`src/rtl/noc_bridge_pkg.sv`:
```
// Shared constants and helpers for the NoC toggle-mailbox bridge.
package noc_bridge_pkg;

    localparam logic [31:0] NOC_RX_ADDR = 32'hFFFF0000;
    localparam logic [31:0] NOC_TX_ADDR = 32'hFFFF0004;

    // Bit of noc_tx that carries the "TX FIFO non-empty" flag.
    function automatic int tx_flag_bit(input int noc_wid);
        return noc_wid - 1;
    endfunction

    // Occupancy needs one extra bit so that a full FIFO (count == DEPTH) is representable.
    function automatic int count_width(input int depth);
        return $clog2(depth) + 1;
    endfunction

endpackage

```
`src/rtl/noc_sync_fifo.sv`:
```
// Single-clock FIFO with combinational head, separate occupancy counter and flush.
module noc_sync_fifo
    import noc_bridge_pkg::*;
#(
    parameter int WIDTH = 16,
    parameter int DEPTH = 4
) (
    input  logic                          wb_clk_i,
    input  logic                          wb_rst_i,
    input  logic                          flush,
    input  logic                          push,
    input  logic                          pop,
    input  logic [WIDTH-1:0]              din,
    output logic [WIDTH-1:0]              dout,
    output logic                          full,
    output logic                          empty,
    output logic [count_width(DEPTH)-1:0] count
);

    localparam int AW = $clog2(DEPTH);
    localparam int CW = count_width(DEPTH);
    localparam logic [CW-1:0] FULL_CNT = CW'(DEPTH);

    logic [WIDTH-1:0] mem_reg [DEPTH];
    logic [AW-1:0]    wr_ptr_reg;
    logic [AW-1:0]    rd_ptr_reg;
    logic [CW-1:0]    count_reg;
    logic [CW-1:0]    count_next;
    logic             do_push;
    logic             do_pop;

    assign empty = (count_reg == '0);
    assign full  = (count_reg == FULL_CNT);

    // A pop frees the slot in the same cycle, so push-while-full succeeds alongside it.
    assign do_pop  = pop & ~empty & ~flush;
    assign do_push = push & (~full | do_pop) & ~flush;

    always_comb begin
        count_next = count_reg;
        if (do_push && !do_pop) begin
            count_next = count_reg + CW'(1);
        end else if (do_pop && !do_push) begin
            count_next = count_reg - CW'(1);
        end
    end

    always_ff @(posedge wb_clk_i) begin
        if (wb_rst_i || flush) begin
            wr_ptr_reg <= '0;
            rd_ptr_reg <= '0;
            count_reg  <= '0;
        end else begin
            if (do_push) wr_ptr_reg <= wr_ptr_reg + AW'(1);
            if (do_pop)  rd_ptr_reg <= rd_ptr_reg + AW'(1);
            count_reg <= count_next;
        end
    end

    always_ff @(posedge wb_clk_i) begin
        if (do_push) begin
            mem_reg[wr_ptr_reg] <= din;
        end
    end

    assign dout  = mem_reg[rd_ptr_reg];
    assign count = count_reg;

endmodule

```
`src/rtl/noc_toggle_bridge.sv`:
```
// Toggle-signalled mailbox between the Wishbone host side and one NoC wrapper,
// with RX/TX FIFOs, sticky error flags and occupancy counts.
module noc_toggle_bridge
    import noc_bridge_pkg::*;
#(
    parameter int NOC_WID = 16,
    parameter int DEPTH   = 4
) (
    input  logic                          wb_clk_i,
    input  logic                          wb_rst_i,
    input  logic                          en,
    input  logic [NOC_WID-1:0]            noc_rx,
    input  logic [7:0]                    noc_rx_bits,
    input  logic                          noc_rx_toggle,
    output logic [NOC_WID-1:0]            noc_tx,
    input  logic                          noc_tx_toggle,
    output logic                          rx_valid,
    output logic [NOC_WID-1:0]            rx_data,
    output logic [7:0]                    rx_bits,
    input  logic                          rx_ready,
    input  logic                          tx_valid,
    input  logic [NOC_WID-2:0]            tx_data,
    output logic                          tx_ready,
    input  logic                          status_clr,
    output logic                          rx_overflow,
    output logic                          tx_underflow,
    output logic [count_width(DEPTH)-1:0] rx_count,
    output logic [count_width(DEPTH)-1:0] tx_count
);

    localparam int FLAG_BIT = tx_flag_bit(NOC_WID);

    logic                 rx_tog_reg;
    logic                 tx_tog_reg;
    logic                 tx_vld_reg;
    logic                 rx_overflow_reg;
    logic                 rx_overflow_next;
    logic                 tx_underflow_reg;
    logic                 tx_underflow_next;

    logic                 rx_edge;
    logic                 tx_edge;
    logic                 rx_push;
    logic                 rx_pop;
    logic                 rx_full;
    logic                 rx_empty;
    logic                 tx_push;
    logic                 tx_pop;
    logic                 tx_full;
    logic                 tx_empty;
    logic                 ovf_evt;
    logic                 unf_evt;
    logic [NOC_WID+7:0]   rx_head;
    logic [NOC_WID-2:0]   tx_head;
    logic [NOC_WID-2:0]   tx_payload;

    assign rx_edge = noc_rx_toggle ^ rx_tog_reg;
    assign tx_edge = noc_tx_toggle ^ tx_tog_reg;

    assign rx_valid = ~rx_empty;
    assign rx_pop   = en & rx_valid & rx_ready;
    assign rx_push  = en & rx_edge;
    assign ovf_evt  = en & rx_edge & rx_full & ~rx_pop;

    assign tx_ready = en & ~tx_full;
    assign tx_push  = tx_valid & tx_ready;
    // Only pop if the host actually saw a valid word on its read cycle; a word
    // pushed after it sampled an empty FIFO must survive for the next read.
    assign tx_pop   = en & tx_edge & tx_vld_reg;
    assign unf_evt  = en & tx_edge & ~tx_vld_reg;

    noc_sync_fifo #(
        .WIDTH (NOC_WID + 8),
        .DEPTH (DEPTH)
    ) u_rx_fifo (
        .wb_clk_i (wb_clk_i),
        .wb_rst_i (wb_rst_i),
        .flush    (~en),
        .push     (rx_push),
        .pop      (rx_pop),
        .din      ({noc_rx_bits, noc_rx}),
        .dout     (rx_head),
        .full     (rx_full),
        .empty    (rx_empty),
        .count    (rx_count)
    );

    noc_sync_fifo #(
        .WIDTH (NOC_WID - 1),
        .DEPTH (DEPTH)
    ) u_tx_fifo (
        .wb_clk_i (wb_clk_i),
        .wb_rst_i (wb_rst_i),
        .flush    (~en),
        .push     (tx_push),
        .pop      (tx_pop),
        .din      (tx_data),
        .dout     (tx_head),
        .full     (tx_full),
        .empty    (tx_empty),
        .count    (tx_count)
    );

    assign rx_data = rx_head[NOC_WID-1:0];
    assign rx_bits = rx_head[NOC_WID+7:NOC_WID];

    for (genvar gi = 0; gi < NOC_WID - 1; gi++) begin : g_tx_mask
        assign tx_payload[gi] = tx_head[gi] & ~tx_empty;
    end

    assign noc_tx = {~tx_empty, tx_payload};

    // A set event in the same cycle as status_clr wins over the clear.
    always_comb begin
        rx_overflow_next  = rx_overflow_reg;
        tx_underflow_next = tx_underflow_reg;
        if (status_clr) begin
            rx_overflow_next  = 1'b0;
            tx_underflow_next = 1'b0;
        end
        if (ovf_evt) rx_overflow_next  = 1'b1;
        if (unf_evt) tx_underflow_next = 1'b1;
    end

    // Toggle trackers follow their inputs even in reset, so no edge appears afterwards.
    always_ff @(posedge wb_clk_i) begin
        rx_tog_reg <= noc_rx_toggle;
        tx_tog_reg <= noc_tx_toggle;
        if (wb_rst_i) begin
            tx_vld_reg       <= 1'b0;
            rx_overflow_reg  <= 1'b0;
            tx_underflow_reg <= 1'b0;
        end else begin
            tx_vld_reg       <= noc_tx[FLAG_BIT];
            rx_overflow_reg  <= rx_overflow_next;
            tx_underflow_reg <= tx_underflow_next;
        end
    end

    assign rx_overflow  = rx_overflow_reg;
    assign tx_underflow = tx_underflow_reg;

endmodule
```
`config.mk`:
```
export PLATFORM = sky130hd
export DESIGN_NAME = noc_toggle_bridge
export DESIGN_NICKNAME = d
export VERILOG_FILES = /design/src/rtl/noc_bridge_pkg.sv /design/src/rtl/noc_sync_fifo.sv /design/src/rtl/noc_toggle_bridge.sv
export SDC_FILE = /design/constraint.sdc
export NUM_CORES = 1
export LEC_CHECK = 0
export ABC_AREA = 1
export BUFFER_PORTS_ARGS = -buffer_cell sky130_fd_sc_hd__buf_2
export CELL_PAD_IN_SITES_DETAIL_PLACEMENT = 1
export CELL_PAD_IN_SITES_GLOBAL_PLACEMENT = 2
export CORE_MARGIN = 2
export CORE_UTILIZATION = 41
export DETAILED_ROUTE_END_ITERATION = 16
export GPL_ROUTABILITY_DRIVEN = 0
export GPL_TIMING_DRIVEN = 1
export PLACE_DENSITY = 0.9
export SLEW_MARGIN = 30
export SYNTH_ARGS = -nofsm -noshare
export SYNTH_HDL_FRONTEND = slang
export SYNTH_SLANG_ARGS = --single-unit
```
`constraint.sdc`:
```
create_clock -name wb_clk_i -period 3.3 [get_ports wb_clk_i]
set_input_delay 0.66 -clock wb_clk_i [delete_from_list [all_inputs] [get_ports wb_clk_i]]
set_output_delay 0.66 -clock wb_clk_i [all_outputs]
set_load 0.02 [all_outputs]
```
* After elaboration in Yosys (flattened, before gate mapping)
Memory sizes are Yosys's and may differ from the RTL's. A register that Yosys moved wholly into a read port is not among the register bits.
Index checks and enable logic that the tools add are counted.
Widths: inputs -> output; s select.
** Cells by class
- $add $sub $neg :: 8
- Equality and inequality tests :: 2
- Multiplexer cells :: 15
- Bitwise operators :: 44
- Reduce and logical (&&, ||, !) cells :: 15
** Operator list (count)
- $and 1x1->1 :: 33
- $mux 3 :: 4
- $add 2x1->2 const B :: 4
- $mux 2 :: 4
- $reduce_bool 2->1 :: 4
- $mux 1 :: 7
- $not 1->1 :: 7
- $add 3x1->3 const B :: 2
- $eq 3x3->1 const B :: 2
- $logic_not 3->1 :: 2
- $sub 3x1->3 const B :: 2
- $logic_and 1x1->1 :: 4
- $logic_not 1->1 :: 4
- $or 1x1->1 :: 2
- $xor 1x1->1 :: 2
- $logic_or 1x1->1 :: 1
** Storage, ports and cells
- Flip-flop bits (word level) :: 19
- Bits in writable memories :: 156
- Bits of input ports :: 47
- Output and inout port bits :: 50
- Word-level logic and storage cells :: 97
- Memories kept :: 2
** Memory list
- u_rx_fifo.mem_reg :: depth 4, width 24, read ports 1, clocked after Yosys merged registers in 1, write ports 1, RTL line noc_sync_fifo.sv:24 : logic [WIDTH-1:0] mem_reg [DEPTH];
- u_tx_fifo.mem_reg :: depth 4, width 15, read ports 1, clocked after Yosys merged registers in 1, write ports 1, RTL line noc_sync_fifo.sv:24

* Logic depth before layout (Yosys ltp)
- Word-level depth :: 13
- Mapped depth :: 14
- Depth with buffers taken out :: 14

* Modules after synthesis
A second synthesis with hierarchy kept.
** Second synthesis, totals
- Cells, all modules :: 594
- Area total of the unflattened synthesis :: 7473.4 um^2
** By module, submodules not included
- noc_sync_fifo at u_rx_fifo :: times used 1, cells each 308, area each 4239.1 um^2, seq. area each 3062.9 um^2
- noc_sync_fifo at u_tx_fifo :: times used 1, cells each 221, area each 2890.3 um^2, seq. area each 1981.9 um^2
- noc_toggle_bridge :: times used 1, cells each 65, area each 344.1 um^2, seq. area each 100.1 um^2

* Worst setup path after synthesis
OpenSTA, ideal clock, no wires.
- Path type :: in2reg
- From :: input noc_rx_toggle
- To :: memory u_rx_fifo.mem_reg[0][0] (netlist name), enable pin
- Setup time :: 405 ps
- Arrival :: 2015 ps
- Data required time :: 2895 ps
- Path slack :: 880 ps
- Stages :: 5
- Buffers on the path :: 0
- Path through :: nand2_1 nand2_2 nor2_4 nand2_2 nor2_1
** Between the ends
- Longest elaborated chain between the ends :: 6
** RTL lines
- from (decl) :: RTL line noc_toggle_bridge.sv:14 : input logic noc_rx_toggle,
- $xor 1x1->1 :: RTL line noc_toggle_bridge.sv:57 : assign rx_edge = noc_rx_toggle ^ rx_tog_reg;
- $and 1x1->1 :: RTL line noc_toggle_bridge.sv:62 : assign rx_push = en & rx_edge;
- $and 1x1->1 (2 in a row) :: RTL line noc_sync_fifo.sv:37 : assign do_push = push & (~full | do_pop) & ~flush;
- $mux 1 :: RTL line noc_sync_fifo.sv:61 : if (do_push) begin
- $mux 1 (implied by the code) :: RTL line noc_sync_fifo.sv:62 : mem_reg[wr_ptr_reg] <= din;
- to (decl) :: RTL line noc_sync_fifo.sv:24
No other way between the ends.

==> flow_metrics.py <==
metrics = {
    "run_status": {
        "outcome": "complete, no violations",
    },
    "routing": {
        "wire_per_inst_um": 18.63,
        "drt-pass1-iter-count": 4,
        "num_vias": 4664,
        "via_per_inst": 5.159,
        "drtAntennaViolNets": 0,
        "drc": 0,
        "wl_um": 16840,
        "drt_iter0_markers": 258,
    },
    "sta": {
        "finClkSkew_ps": 15.02,
        "slew_headroom": 0.4687,
        "hold_violations": 0,
        "finalCritPeriodShare": 0.8347,
        "max_freq_mhz": 363.0,
        "rsz0062_at_grt": "false",
        "setup_violations": 0,
        "worst_pin_slew_ps": 796.0,
        "finalMaxSlewViolations": 0,
        "post-route-min-period_ps": 2755,
        "setup_tns_ps": 0,
    },
    "min_path": {
        "hp-class": "in2reg",
        "min_delay_path_depth": 1,
        "holdPathEnd": "rx_tog_reg",
        "min_from": "noc_rx_toggle",
    },
    "grt": {
        "grt_pass1_wl_um": 26340,
        "antenna_found_initial": 0,
        "overflow": 0,
        "grt_max_degree": 49,
        "grt_usage": 0.1941,
        "grt_pass1_vias": 5013,
    },
    "power_and_ir_drop": {
        "ir_drop_uv": 389.6,
        "p_leak_nw": 3.098,
        "total_power_mw": 4.806,
        "p_per_area_nw_per_um2": 576.0,
    },
    "die": {
        "coreArea_um2": 16640,
        "core.rowCount": 47,
        "die_x_um": 134.8,
        "die_area_um2": 18170,
        "ios": 97,
        "die_h_um": 134.8,
        "initial_core_util": 0.4215,
    },
    "setup_path": {
        "r2r_slack_ps": 1300,
        "max_stage_delay_ps": 630,
        "critical_path.startpoint_type": "flip-flop",
        "cpLargestDelayFamily": "flip-flops",
        "path_cells": "buf_4 -> nor2_1 -> nor2_1 -> o21ai_0 -> a21oi_1 -> buf_2",
        "arrival_ps": 2090,
        "cp-end-kind": "primary output",
        "reg2reg_to": "u_tx_fifo.count[2]",
        "crit_top_cell": "nor2_1",
        "crit_type": "reg2out",
        "crit_required_ps": 2640,
        "r2r-start": "u_tx_fifo.count[0]",
        "crit_fanout": 18,
        "rr_worst_depth": 11,
        "crit_buf_inv": 2,
        "critPathSlowestCell": "dfxtp_1",
    },
    "clock_tree": {
        "cts_resized": 0,
        "cts_sinks": 179,
        "hold_buffers": 0,
        "insertion_delay_ps": 430,
        "cts.reportedPaths.clkPinSlew_ps": 70,
        "clockBufferDepth": 2,
        "cts_setup_buffers": 0,
        "h-tree-depth": 4,
        "cts_root_buf": "clkbuf_16",
        "cts_made_buffers": 17,
        "cts_tree": "built",
    },
    "cells_and_area": {
        "area_delta_synth_final_pct": 18.92,
        "layout_common_cells": "edfxtp_1 (156), nor2_1 (129), buf_2 (96), o21ai_0 (74), nand2_1 (32)",
        "final_nets": 730,
        "antennaDiodeCount": 0,
        "final_common_cell": "edfxtp_1",
        "fillers": 1797,
        "layout-drive-gt1-share": 0.2266,
        "design_area_um2": 8343,
        "largest_reg_flops": 96,
        "fin_util": 0.5013,
    },
    "yosys": {
        "synth_nets": 626,
        "synth-seq-cells": 179,
        "synth_seq_area_share": 0.7334,
        "ys_warn_count": 0,
        "syn_avg_cell_area_um2": 12.37,
        "synthCells": 567,
        "synth.distinct_cells": 24,
        "netlist_area_um2": 7015,
    },
    "flow_run": {
        "max_cap_viol_count": 0,
    },
    "placed_design": {
        "place_area_um2": 7762,
        "port_buffers": 96,
        "dp_hpwl_um": 10740,
    },
}
metrics by stage:
stage	instances	worst slack, ps	hold WS, ps
finish	904	545.5	358.4
CTS	904	500.6	343.7
global route	904	389.0	343.1
detailed placement	872	893.7	455.2
floorplan	567	879.9	463.8
global placement	872	967.0	456.3
final cells by class:
cell class | instances | area (µm²) | share of cell area
clock inverter | 14 | 151.4 | 0.01815
timing repair buffer | 109 | 578.1 | 0.06929
clock buffer | 18 | 429.2 | 0.05144
tap | 220 | 275.3 | 0.03299
multi-input combinational | 330 | 1637 | 0.1962
sequential | 179 | 5145 | 0.6167
inverter | 34 | 127.6 | 0.01530
how the worst max path moves through the flow:
| stage | startpoint | endpoint | slack (ps) | cells past startpoint |
|---|---|---|---|---|
| after floorplan | noc_rx_toggle | u_rx_fifo.mem_reg[0][0] | 880 | 5 |
| after global placement | en | u_rx_fifo.count[2] | 970 | 14 |
| after detailed placement | en | u_rx_fifo.count[2] | 890 | 14 |
| after CTS | flip-flop | noc_tx[14] | 500 | 6 |
| after global routing | flip-flop | noc_tx[14] | 390 | 6 |
| final | flip-flop | noc_tx[14] | 550 | 6 |
report_power, final:
group	switching, mW	leakage [nW]	internal, mW
clock network	0.855	0.283	1.12
registers	0.0182	1.60	2.51
logic	0.209	1.21	0.0913
total	1.08	3.10	3.72
cells in the mapped netlist, drive strengths merged:
| cell | n | area share |
|---|---|---|
| o21ai | 81 | 0.058 |
| nand3b | 2 | 0.0021 |
| clkbuf | 11 | 0.0059 |
| nand3 | 7 | 0.0057 |
| nor2 | 136 | 0.075 |
| fa | 2 | 0.0057 |
| o22ai | 24 | 0.021 |
| dfxtp | 23 | 0.066 |
| xor2 | 3 | 0.0037 |
| nand2b | 1 | 0.00089 |
| inv | 34 | 0.018 |
| nand4 | 1 | 0.0018 |
| nand2 | 34 | 0.019 |
| edfxtp | 156 | 0.67 |
| ha | 10 | 0.018 |
| buf | 13 | 0.011 |
| a21oi | 29 | 0.021 |
cells by family (layout without fill, tap and decap cells):
logic type                 count (synthesis)  in the layout  share of synthesized area
AOI/OAI and AO/OA                        134            134                    0.09987
adders and majority gates                 12             12                    0.02354
DFF                                      179            179                     0.7334
and+or+nand+nor                          181            181                     0.1047
buffers and inverters                     58            175                    0.03478
xor gates and xnor gates                   3              3                   0.003746
routing by layer:
metal | GRT usage | vias up | wire (µm)
met1 | 0.2326 | 2319 | 6921
met2 | 0.3472 | 123 | 8935
met3 | 0.04992 | 18 | 786
li1 | - | 2204 | -
met5 | 0 | - | 0
met4 | 0.05205 | 0 | 197
Note: power is estimated with default switching activity, not from simulation.
